<file path="src/rtl/skew_feeder.sv">
// skew_feeder: fetches one pair of GRID_SIZE x GRID_SIZE byte operands (A, B)
// from a byte memory. It then streams them diagonally skewed into the west and
// north lanes of a systolic array, followed by zero-valued drain cycles.
//
// Ports
//   clk, rst_n            clock, asynchronous active-low reset
//   start                 one-cycle request, a_base/b_base sampled with it
//   a_base, b_base        row-major byte addresses of A and B
//   mem_rd, mem_addr      memory read strobe/address (data one cycle later)
//   mem_rdata             read data byte
//   busy, done            operation in flight / one-cycle completion pulse
//   ce                    systolic-array clock enable
//   west_input            row lanes, lane i at [(i+1)*NUM_SIZE-1 : i*NUM_SIZE]
//   north_input           column lanes, same packing
//
// Configuration: define SKEW_FEEDER_SIGNED_EN to sign-extend fetched bytes;
// they are zero-extended otherwise.
module skew_feeder #(
   parameter int unsigned NUM_SIZE     = 16,
   parameter int unsigned GRID_SIZE    = 2,
   parameter int unsigned ADDR_LEN     = 5,
   parameter int unsigned DRAIN_CYCLES = 3
) (
   input  logic                            clk,
   input  logic                            rst_n,
   input  logic                            start,
   input  logic [ADDR_LEN-1:0]             a_base,
   input  logic [ADDR_LEN-1:0]             b_base,
   output logic                            mem_rd,
   output logic [ADDR_LEN-1:0]             mem_addr,
   input  logic [7:0]                      mem_rdata,
   output logic                            busy,
   output logic                            done,
   output logic                            ce,
   output logic [NUM_SIZE*GRID_SIZE-1:0]   west_input,
   output logic [NUM_SIZE*GRID_SIZE-1:0]   north_input
);

   localparam int unsigned NUM_ELEM  = GRID_SIZE * GRID_SIZE;
   localparam int unsigned NUM_READS = 2 * NUM_ELEM;
   localparam int unsigned NUM_STEPS = 2 * GRID_SIZE - 1;
   localparam int unsigned CNT_MAX   = (NUM_READS > DRAIN_CYCLES) ? NUM_READS : DRAIN_CYCLES;
   localparam int unsigned CNT_W     = $clog2(CNT_MAX + 1);
   localparam int unsigned LANES_W   = NUM_SIZE * GRID_SIZE;

   typedef enum logic [2:0] {
      IDLE   = 3'd0,
      FETCH  = 3'd1,
      STREAM = 3'd2,
      DRAIN  = 3'd3,
      DONE   = 3'd4
   } state_t;

   state_t                 state_q, state_d;
   logic [CNT_W-1:0]       cnt_q, cnt_d;
   logic [ADDR_LEN-1:0]    a_base_q, a_base_d;
   logic [ADDR_LEN-1:0]    b_base_q, b_base_d;
   logic                   rd_vld_q, rd_vld_d;
   logic [CNT_W-1:0]       rd_idx_q, rd_idx_d;
   // ops[0 .. NUM_ELEM-1] = A row-major, ops[NUM_ELEM ..] = B row-major
   logic [NUM_SIZE-1:0]    ops_q [NUM_READS];
   logic [NUM_SIZE-1:0]    ops_d [NUM_READS];
   logic                   mem_rd_q, mem_rd_d;
   logic [ADDR_LEN-1:0]    mem_addr_q, mem_addr_d;
   logic                   busy_q, busy_d;
   logic                   done_q, done_d;
   logic                   ce_q, ce_d;
   logic [LANES_W-1:0]     west_q, west_d;
   logic [LANES_W-1:0]     north_q, north_d;

   // Byte to lane-width extension
   function automatic logic [NUM_SIZE-1:0] ext_byte(input logic [7:0] b);
`ifdef SKEW_FEEDER_SIGNED_EN
      return NUM_SIZE'($signed(b));
`else
      return NUM_SIZE'(b);
`endif
   endfunction

   // Next-state, operand capture and next-output logic
   always_comb begin
      state_d  = state_q;
      cnt_d    = cnt_q;
      a_base_d = a_base_q;
      b_base_d = b_base_q;
      ops_d    = ops_q;
      // the read issued this cycle returns next cycle; remember its slot
      rd_vld_d = mem_rd_q;
      rd_idx_d = cnt_q;

      case (state_q)
         IDLE: begin
            if (start) begin
               a_base_d = a_base;
               b_base_d = b_base;
               state_d  = FETCH;
               cnt_d    = '0;
            end
         end
         FETCH: begin
            // one extra cycle after the last read to collect its data
            if (cnt_q == CNT_W'(NUM_READS)) begin
               state_d = STREAM;
               cnt_d   = '0;
            end else begin
               cnt_d = cnt_q + CNT_W'(1);
            end
         end
         STREAM: begin
            if (cnt_q == CNT_W'(NUM_STEPS - 1)) begin
               state_d = (DRAIN_CYCLES == 0) ? DONE : DRAIN;
               cnt_d   = '0;
            end else begin
               cnt_d = cnt_q + CNT_W'(1);
            end
         end
         DRAIN: begin
            if (cnt_q == CNT_W'(DRAIN_CYCLES - 1)) begin
               state_d = DONE;
               cnt_d   = '0;
            end else begin
               cnt_d = cnt_q + CNT_W'(1);
            end
         end
         DONE: begin
            state_d = IDLE;
            cnt_d   = '0;
         end
         default: begin
            state_d = IDLE;
            cnt_d   = '0;
         end
      endcase

      if (rd_vld_q) begin
         for (int unsigned k = 0; k < NUM_READS; k++) begin
            if (rd_idx_q == CNT_W'(k)) ops_d[k] = ext_byte(mem_rdata);
         end
      end

      // outputs are computed for the upcoming cycle and registered
      mem_rd_d   = (state_d == FETCH) && (cnt_d < CNT_W'(NUM_READS));
      mem_addr_d = '0;
      if (mem_rd_d) begin
         if (cnt_d < CNT_W'(NUM_ELEM)) begin
            mem_addr_d = a_base_d + ADDR_LEN'(cnt_d);
         end else begin
            mem_addr_d = b_base_d + ADDR_LEN'(cnt_d - CNT_W'(NUM_ELEM));
         end
      end
      busy_d = (state_d != IDLE);
      done_d = (state_d == DONE);
      ce_d   = (state_d == STREAM) || (state_d == DRAIN);

      // Diagonal skew: at step t, lane i carries element k of its row/column
      // where t = i + k.
      west_d  = '0;
      north_d = '0;
      if (state_d == STREAM) begin
         for (int unsigned i = 0; i < GRID_SIZE; i++) begin
            for (int unsigned k = 0; k < GRID_SIZE; k++) begin
               if (cnt_d == CNT_W'(i + k)) begin
                  west_d[i*NUM_SIZE +: NUM_SIZE]  = ops_d[i*GRID_SIZE + k];
                  north_d[i*NUM_SIZE +: NUM_SIZE] = ops_d[NUM_ELEM + k*GRID_SIZE + i];
               end
            end
         end
      end
   end

   // State, operand and output registers
   always_ff @(posedge clk or negedge rst_n) begin
      if (!rst_n) begin
         state_q    <= IDLE;
         cnt_q      <= '0;
         a_base_q   <= '0;
         b_base_q   <= '0;
         rd_vld_q   <= 1'b0;
         rd_idx_q   <= '0;
         for (int unsigned k = 0; k < NUM_READS; k++) ops_q[k] <= '0;
         mem_rd_q   <= 1'b0;
         mem_addr_q <= '0;
         busy_q     <= 1'b0;
         done_q     <= 1'b0;
         ce_q       <= 1'b0;
         west_q     <= '0;
         north_q    <= '0;
      end else begin
         state_q    <= state_d;
         cnt_q      <= cnt_d;
         a_base_q   <= a_base_d;
         b_base_q   <= b_base_d;
         rd_vld_q   <= rd_vld_d;
         rd_idx_q   <= rd_idx_d;
         for (int unsigned k = 0; k < NUM_READS; k++) ops_q[k] <= ops_d[k];
         mem_rd_q   <= mem_rd_d;
         mem_addr_q <= mem_addr_d;
         busy_q     <= busy_d;
         done_q     <= done_d;
         ce_q       <= ce_d;
         west_q     <= west_d;
         north_q    <= north_d;
      end
   end

   assign mem_rd      = mem_rd_q;
   assign mem_addr    = mem_addr_q;
   assign busy        = busy_q;
   assign done        = done_q;
   assign ce          = ce_q;
   assign west_input  = west_q;
   assign north_input = north_q;

endmodule

</file>
<file path="config.mk">
export PLATFORM = sky130hd
export DESIGN_NAME = skew_feeder
export DESIGN_NICKNAME = d
export VERILOG_FILES = /design/src/rtl/skew_feeder.sv
export SDC_FILE = /design/constraint.sdc
export NUM_CORES = 1
export LEC_CHECK = 0
export CORE_MARGIN = 2
export CORE_UTILIZATION = 56
export DETAILED_ROUTE_END_ITERATION = 7
export PLACE_DENSITY_LB_ADDON = 0.25
export SETUP_SLACK_MARGIN = 0.15
export SLEW_MARGIN = 20
export SYNTH_ARGS = -nofsm -noshare
export SYNTH_HDL_FRONTEND = slang
export SYNTH_SLANG_ARGS = --single-unit
</file>
<file path="constraint.sdc">
create_clock -name clk -period 3.9 [get_ports clk]
set_input_delay 1.17 -clock clk [delete_from_list [all_inputs] [get_ports clk]]
set_output_delay 1.17 -clock clk [all_outputs]
set_load 0.02 [all_outputs]
</file>
==> results.txt, run 1 <==
----------------------------------------------------
[Route]
  Total via count after detailed routing ... 5322
  Highest metal layer used by the detailed router ... met4
  Detailed route wirelength on metal2 ... 8403 um
  Number of routed nets with antenna violations ... 0
  DRT met1 WL ... 7756 um
  Mean number of vias per cell ... 5.470
  Total wirelength of the detailed-routed design ... 17430 um
  Average routed wire per standard cell ... 17.91 um
  Met3 Wirelength ... 970 um
  Violation count after the first detailed-routing iteration ... 335
  First drt pass iteration count ... 4
  DRC violations left ... 0

[CTS]
  Count of hold buffers inserted by post-cts repair ... 0
  Maximum number of buffers from clock root to sink ... 3
  Number of buffers inserted during clock tree synthesis ... 23
  Source-to-sink clock delay at the later pin of the worst-skew pair ... 0.50 ns
  Clock tree from TritonCTS ... built
  Clock transition time at the flip-flop clock pins of the worst setup and hold paths ... 0.06 ns
  # clock sinks ... 223
  Post-cts gate resize count ... 0
  Number of post-CTS setup repair buffers ... 0
  H-tree depth ... 1
  Clock root buffer master ... clkbuf_16

[Synth]
  Cell Area, Synth ... 8935 um^2
  Commonest cells in the synthesized netlist ... dfrtp_1 (223), mux2_2 (72), nor2_1 (64), and2_1 (57), mux2i_1 (36)
  Synthesis-stage register bit count ... 223
  Total number of yosys warnings ... 0
  Most common cell in the netlist ... dfrtp_1
  Most used flip-flop cell after synthesis ... dfrtp_1
  Post-synthesis cell type count ... 50
  Avg Synthesized Cell Area ... 13.77 um^2
  Async SR Flop Fraction ... 100.0%
  Cell types occupying the most area after synthesis ... dfrtp_1 (62%), mux2_2 (9.1%), mux2i_1 (4.0%)
  Fraction of the yosys area taken by sequential cells ... 62.46%
  Leading area contributor after synthesis ... dfrtp_1
  Number of standard cells after synthesis ... 649
  Number of enable flip-flop cells after synthesis ... 0
  Area share of the largest cell type after synthesis ... 62.46%
  Net Count, Synth ... 686

[Place]
  Placed wire-length estimate ... 10870 um
  Pre-CTS setup slack ... -0.08136 ns
  Number of buffers added on ports ... 93
  Routability cong. ... 0.7931

[Critical path]
  Sum of buffers and inverters on the critical path ... 2
  Cell with the biggest individual delay on the critical path ... fa_1
  Reg-to-Reg Start ... cnt_q[0]$_DFF_PN0_
  Critical Path RT ... 4.29 ns
  Slowest cell delay on critical path ... 0.55 ns
  Depth of the most critical reg-to-reg path ... 15
  Arrival time at the worst endpoint ... 3.82 ns
  Critical path startpoint category ... primary input
  Worst-path fanout max ... 8
  Critical path class ... in2reg
  Crit-path most repeated cell ... ha_1
  Element type at the critical path end ... flop
  Crit. Startpoint ... start
  Cells along the critical path ... clkdlybuf4s50_1 > nor4b_2 > buf_4 > mux2_2 > ha_1 > ha_1 > fa_1 > nor2_1 > a211oi_1
  Critical path's top delay family ... adder cells
  Depth of the critical timing path with buffers and inverters included ... 9

[Timing]
  Setup Skew ... 0.009755 ns
  Final min period ... 3.425 ns
  Final hold violations ... 0
  Achievable frequency ... 292.0 MHz
  Final-layout setup total negative slack ... 0 ns
  Headroom to the max-slew limit ... 43.63%
  Final max-slew violation count ... 0
  Transition time of the tightest slew-check pin ... 0.8456 ns
  Final worst setup slack ... 0.4752 ns
  Setup violations, final ... 0
  RSZ-0062 raised after global routing ... no
  Period utilization ... 87.82%

[Power and ir drop]
  Pwr dens ... 795.6 nW/um^2
  Maximum ir drop on the vdd rail ... 0.7425 mV
  Pleak ... 4.851 nW

[Global routing]
  Total routing resource utilization after global routing ... 21.35%
  Largest net degree at the start of global routing ... 96
  Grt ovf ... 0
  Number of antenna violations at the first check in global routing ... 0
  Wire length of the first global-routing pass ... 28630 um
  Vias in the first global route ... 5676

[Floorplanning]
  Total I/O pin count ... 94
  Starting density of the core ... 56.86%
  Total core area ... 15710 um^2
  Die span in y ... 130.3 um
  Die Footprint ... 16980 um^2
  Row count ... 46
  Horizontal die dimension ... 130.3 um

[Min path]
  Cell depth of the worst min-delay path ... 0
  Startpoint of the lowest-slack hold path ... mem_rd$_DFF_PN0_
  Path type of the worst min-delay path ... reg2reg

[Run]
  Max-cap violations ... 0

[Layout]
  Layout overhead on the synthesized area ... 19.79%
  Count of nets after finishing ... 778
  Ratio of cells with drive above 1 in the final layout ... 19.68%
  Antenna diodes ... 0

[Outcome]
  Result of the run ... finished, final reports clean

----------------------------------------------------
-- final timing paths --
path | endpoint | slack (ns)
worst min-delay path | rd_vld_q$_DFF_PN0_ | 0.44
worst max-delay path | mem_addr[2]$_DFF_PN0_ | 0.48
worst min register to register | rd_vld_q$_DFF_PN0_ | 0.44
worst max register to register | mem_addr[4]$_DFF_PN0_ | 0.56
max in group asynchronous | west_input[13]$_DFF_PN0_ | 2.46
min in group asynchronous | north_input[30]$_DFF_PN0_ | 0.67
-- where the power goes --
part	leakage (nW)	switching (mW)	internal, mW	total, mW
combinational	1.56	1.90	1.47	3.37
clock	0.376	0.854	1.24	2.10
sequential	2.91	0.221	2.83	3.05
-- layout make-up --
type                       count  area (um^2)
clock buffer                  30        651.9
sequential                   223         5580
clock inverter                11        87.58
multi-input combinational    377         3015
inverter                      13        48.80
fill                        1135         5010
timing repair buffer         103         1049
tap                          216        270.3
-- flip-flops by register name, summed over array words and instances, names as in the netlist --
register and cells:
a_base_q 5, b_base_q 5, busy 1, ce 1, cnt_q 4, done 1
mem_addr 5, mem_rd 1, north_input 32, ops_q 128, rd_idx_q 4, rd_vld_q 1
state_q 3, west_input 32
-- cells by family (layout without fill, tap and decap cells) --
group           Yosys count  count (layout)  share of synthesized area (%)
simple gates            183             183                          11.23
fa+ha+maj                16              16                          2.409
compound gates           65              65                          6.357
buf+inv                  49             157                          3.949
xor+xnor                  5               5                         0.4901
mux                     108             108                          13.11
flops                   223             223                          62.46
-- metal layers --
metal	GRT usage [%]	up-vias
met5	0	-
met4	7.147	0
met3	3.731	26
met2	34.65	144
met1	29.61	2735
li1	-	2417
-- placed cells by master (no fill, tap or decap), types with 14 or more instances in the layout --
master | synthesis | final
clkbuf_16 | 0 | 23
nor2_1 | 64 | 64
mux2i_1 | 36 | 36
and2_1 | 57 | 57
a32oi_1 | 32 | 32
ha_1 | 14 | 14
mux2_2 | 72 | 72
dfrtp_1 | 223 | 223
clkdlybuf4s50_1 | 0 | 92
-- stage by stage --
step | hold WS (ns) | instance area, um^2 | utilization (%) | std cells | total power, mW
floorplan | 0.3620 | 8935 | - | 649 | 5.726
global placement | 0.4124 | 9963 | 63.41 | 932 | 6.248
detailed placement | 0.4117 | 9963 | 63.41 | 932 | 6.436
CTS | 0.4344 | 10700 | 68.12 | 973 | 8.569
global route | 0.4458 | 10700 | 68.12 | 973 | 9.037
finish | 0.4375 | 10700 | 68.12 | 973 | 8.515
(Power assumes the default switching activity.)
==> inputs of run 2 (changes only) <==
--- a/config.mk
+++ b/config.mk
@@ -5,8 +5,11 @@
 export SDC_FILE = /design/constraint.sdc
 export NUM_CORES = 1
 export LEC_CHECK = 0
+export CAP_MARGIN = 30
+export CELL_PAD_IN_SITES_DETAIL_PLACEMENT = 1
+export CELL_PAD_IN_SITES_GLOBAL_PLACEMENT = 1
 export CORE_MARGIN = 2
-export CORE_UTILIZATION = 56
+export CORE_UTILIZATION = 47
 export DETAILED_ROUTE_END_ITERATION = 7
 export PLACE_DENSITY_LB_ADDON = 0.25
 export SETUP_SLACK_MARGIN = 0.15
==> run 2 against run 1 <==
Compared with the run above: sequential power about the same; sequential share of layout area decreased by 0.12 points; sequential cell count unchanged; clock skew decreased by 0.0033 ns; maximum frequency decreased by 2.9%; via count increased by 1.3%; combinational power increased by 3%; first-iteration DRC count decreased by 30%; non-clock buffer count increased by 2; worst setup slack got worse by 0.10 ns; routed wire length increased by 13%; clock power about the same; critical path type unchanged; critical endpoint is now mem_addr[4]$_DFF_PN0_; largest cell class unchanged.
==> results.txt, run 2 (synthesized netlist as in run 1, its figures left out) <==
----------------------------------------------------
[CTS]
  Post-cts gate resize count ... 0 (unchanged)
  Maximum number of buffers from clock root to sink ... 3 (unchanged)
  Clock root buffer master ... clkbuf_16
  Number of buffers inserted during clock tree synthesis ... 23 (unchanged)
  Count of hold buffers inserted by post-cts repair ... 0 (unchanged)
  Clock transition time at the flip-flop clock pins of the worst setup and hold paths ... 0.06 ns (about the same)
  Number of post-CTS setup repair buffers ... 0 (unchanged)
  # clock sinks ... 223 (unchanged)
  Clock tree from TritonCTS ... built
  H-tree depth ... 1 (unchanged)
  Source-to-sink clock delay at the later pin of the worst-skew pair ... 0.50 ns (about the same)

[Layout]
  Register bank with the most flops ... ops_q
  Most used cells in the layout excluding fill and tap cells ... dfrtp_1 (223), clkdlybuf4s50_1 (92), mux2_2 (72), nor2_1 (64), and2_1 (57)
  Filler Cells Inserted ... 1787 (+57%)
  Layout overhead on the synthesized area ... 20.07%
  Antenna diodes ... 0 (unchanged)
  Count of nets after finishing ... 780 (+0.26%)
  Max reg flops ... 128 (unchanged)
  Share of the core filled with cells ... 57.35% (-11 points)
  Commonest non-fill, non-tap cell in the layout ... dfrtp_1
  Ratio of cells with drive above 1 in the final layout ... 19.42% (-0.26 points)

[Critical path]
  Cells along the critical path ... clkdlybuf4s50_1 > nor4b_2 > buf_4 > mux2i_1 > ha_1 > inv_1 > ha_1 > a21oi_1 > a21oi_1 > o21a_1 > o21ai_0 > a21oi_1
  Critical Path RT ... 4.25 ns (-0.04 ns)
  Critical path startpoint category ... primary input
  Critical path class ... in2reg
  Arrival time at the worst endpoint ... 3.88 ns (+0.06 ns)
  Sum of buffers and inverters on the critical path ... 3 (+1)
  Slowest cell delay on critical path ... 0.53 ns (-0.02 ns)
  Critical path's top delay family ... buffers and inverters
  Element type at the critical path end ... flop
  Worst-path fanout max ... 11 (+3)
  Cell with the biggest individual delay on the critical path ... clkdlybuf4s50_1
  Crit-path most repeated cell ... a21oi_1

[Timing]
  RSZ-0062 raised after global routing ... no
  Final hold violations ... 0 (unchanged)
  Headroom to the max-slew limit ... 44.26% (+0.63 points)
  Setup violations, final ... 0 (unchanged)
  Final min period ... 3.528 ns (+0.1035 ns)
  Period utilization ... 90.47% (+2.7 points)
  Transition time of the tightest slew-check pin ... 0.8361 ns (-0.009499 ns)
  Setup Skew ... 0.006433 ns (-0.003322 ns)
  Final max-slew violation count ... 0 (unchanged)
  Achievable frequency ... 283.4 MHz (-2.9%)

[Min path]
  Path type of the worst min-delay path ... reg2reg

[Route]
  Mean number of vias per cell ... 5.441 (-0.52%)
  First drt pass iteration count ... 4 (unchanged)
  Total via count after detailed routing ... 5392 (+1.3%)
  Violation count after the first detailed-routing iteration ... 234 (-30%)
  Total wirelength of the detailed-routed design ... 19690 um (+13%)
  DRC violations left ... 0 (unchanged)
  Number of routed nets with antenna violations ... 0 (unchanged)
  Average routed wire per standard cell ... 19.87 um (+11%)

[Global routing]
  Wire length of the first global-routing pass ... 32800 um (+15%)
  Number of antenna violations at the first check in global routing ... 0 (unchanged)
  Vias in the first global route ... 6075 (+7.0%)
  Total routing resource utilization after global routing ... 20.55% (-0.80 points)
  Largest net degree at the start of global routing ... 98 (+2.1%)
  Grt ovf ... 0 (unchanged)

[Outcome]
  Result of the run ... finished, final reports clean

[Power and ir drop]
  Maximum ir drop on the vdd rail ... 0.6463 mV (-13%)
  Post-route total power ... 8.653 mW (+1.6%)
  Pwr dens ... 806.6 nW/um^2 (+1.4%)
  Pleak ... 4.844 nW (-0.14%)

[Floorplanning]
  Horizontal die dimension ... 141.9 um (+8.9%)
  Starting density of the core ... 47.77% (-9.1 points)
  Total I/O pin count ... 94 (unchanged)
  Row count ... 50 (+8.7%)
  Total core area ... 18710 um^2 (+19%)
  Die span in y ... 141.9 um (+8.9%)
  Die Footprint ... 20130 um^2 (+19%)

[Place]
  Placed wire-length estimate ... 12270 um (+13%)
  Number of buffers added on ports ... 93 (unchanged)
  Routability cong. ... 0.8296 (+4.6%)

[Run]
  Max-cap violations ... 0 (unchanged)

----------------------------------------------------
## run 2: changes by cell type in the layout (fill, tap and decap cells not counted)
cell and delta:
buf_4 +3, clkbuf_8 +1, clkinv_4 -1, mux2i_2 +1, clkinv_2 -6, clkbuf_1 +4
mux2i_1 -1, o22ai_1 -1, buf_12 -1, o22ai_2 +1
## run 2: path summary, 6_finish.rpt
kind	from	endpoint	slack, ns	depth (start not counted)
min in group asynchronous	rst_n	ops_q[45]$_DFF_PN0_	0.68	1
max reg2reg	cnt_q[0]$_DFF_PN0_	mem_addr[4]$_DFF_PN0_	0.53	15
max	start	mem_addr[4]$_DFF_PN0_	0.37	12
min	mem_rd$_DFF_PN0_	rd_vld_q$_DFF_PN0_	0.44	0
max in group asynchronous	rst_n	west_input[2]$_DFF_PN0_	2.24	2
min reg2reg	mem_rd$_DFF_PN0_	rd_vld_q$_DFF_PN0_	0.44	0
## run 2: power breakdown
part	internal, mW	total [mW]	switching, mW
Clock	1.26	2.12	0.855
Combinational	1.49	3.48	1.98
Sequential	2.83	3.06	0.228
## run 2: final cells by class
cell class | count | area (um^2) | area share, %
clock inverters | 4 | 48.80 | 0.4549
clock buffers | 35 | 680.7 | 6.345
repair buffers | 105 | 1051 | 9.797
multi-input cells | 377 | 3025 | 28.20
well taps | 234 | 292.8 | 2.729
inverters | 13 | 48.80 | 0.4549
flip-flops and latches | 223 | 5580 | 52.02
## run 2: per-stage QoR
step	setup slack, ns	hold WS, ns	cells	area (um^2)	TNS [ns]
5_1_grt	0.1782	0.4565	991	10730	0
6_report	0.3716	0.4416	991	10730	0
3_5_place_dp	-0.1380	0.4250	952	9988	-0.3600
4_1_cts	0.3603	0.4422	991	10720	0
2_1_floorplan	0.4766	0.3620	649	8935	0
3_3_place_gp	-0.01067	0.4175	952	9988	-0.01669
## run 2: worst reg2reg max path: cells and delay by family, from the launching register on
kind,cells,cell delay [ns]
buffers and inverters,2,0.17
and+or+nand+nor,2,0.45
adders and majority gates,3,0.83
AOI/OAI and AO/OA,8,1.31
DFF,1,0.47
## run 2: metal layers
layer | track usage (%) | vias up | part of all wire, %
li1 | - | 2423 | -
met1 | 28.37 | 2827 | 45
met2 | 34.87 | 116 | 50
met3 | 2.666 | 26 | 4.0
met4 | 5.053 | 0 | 1.6
met5 | 0 | - | 0
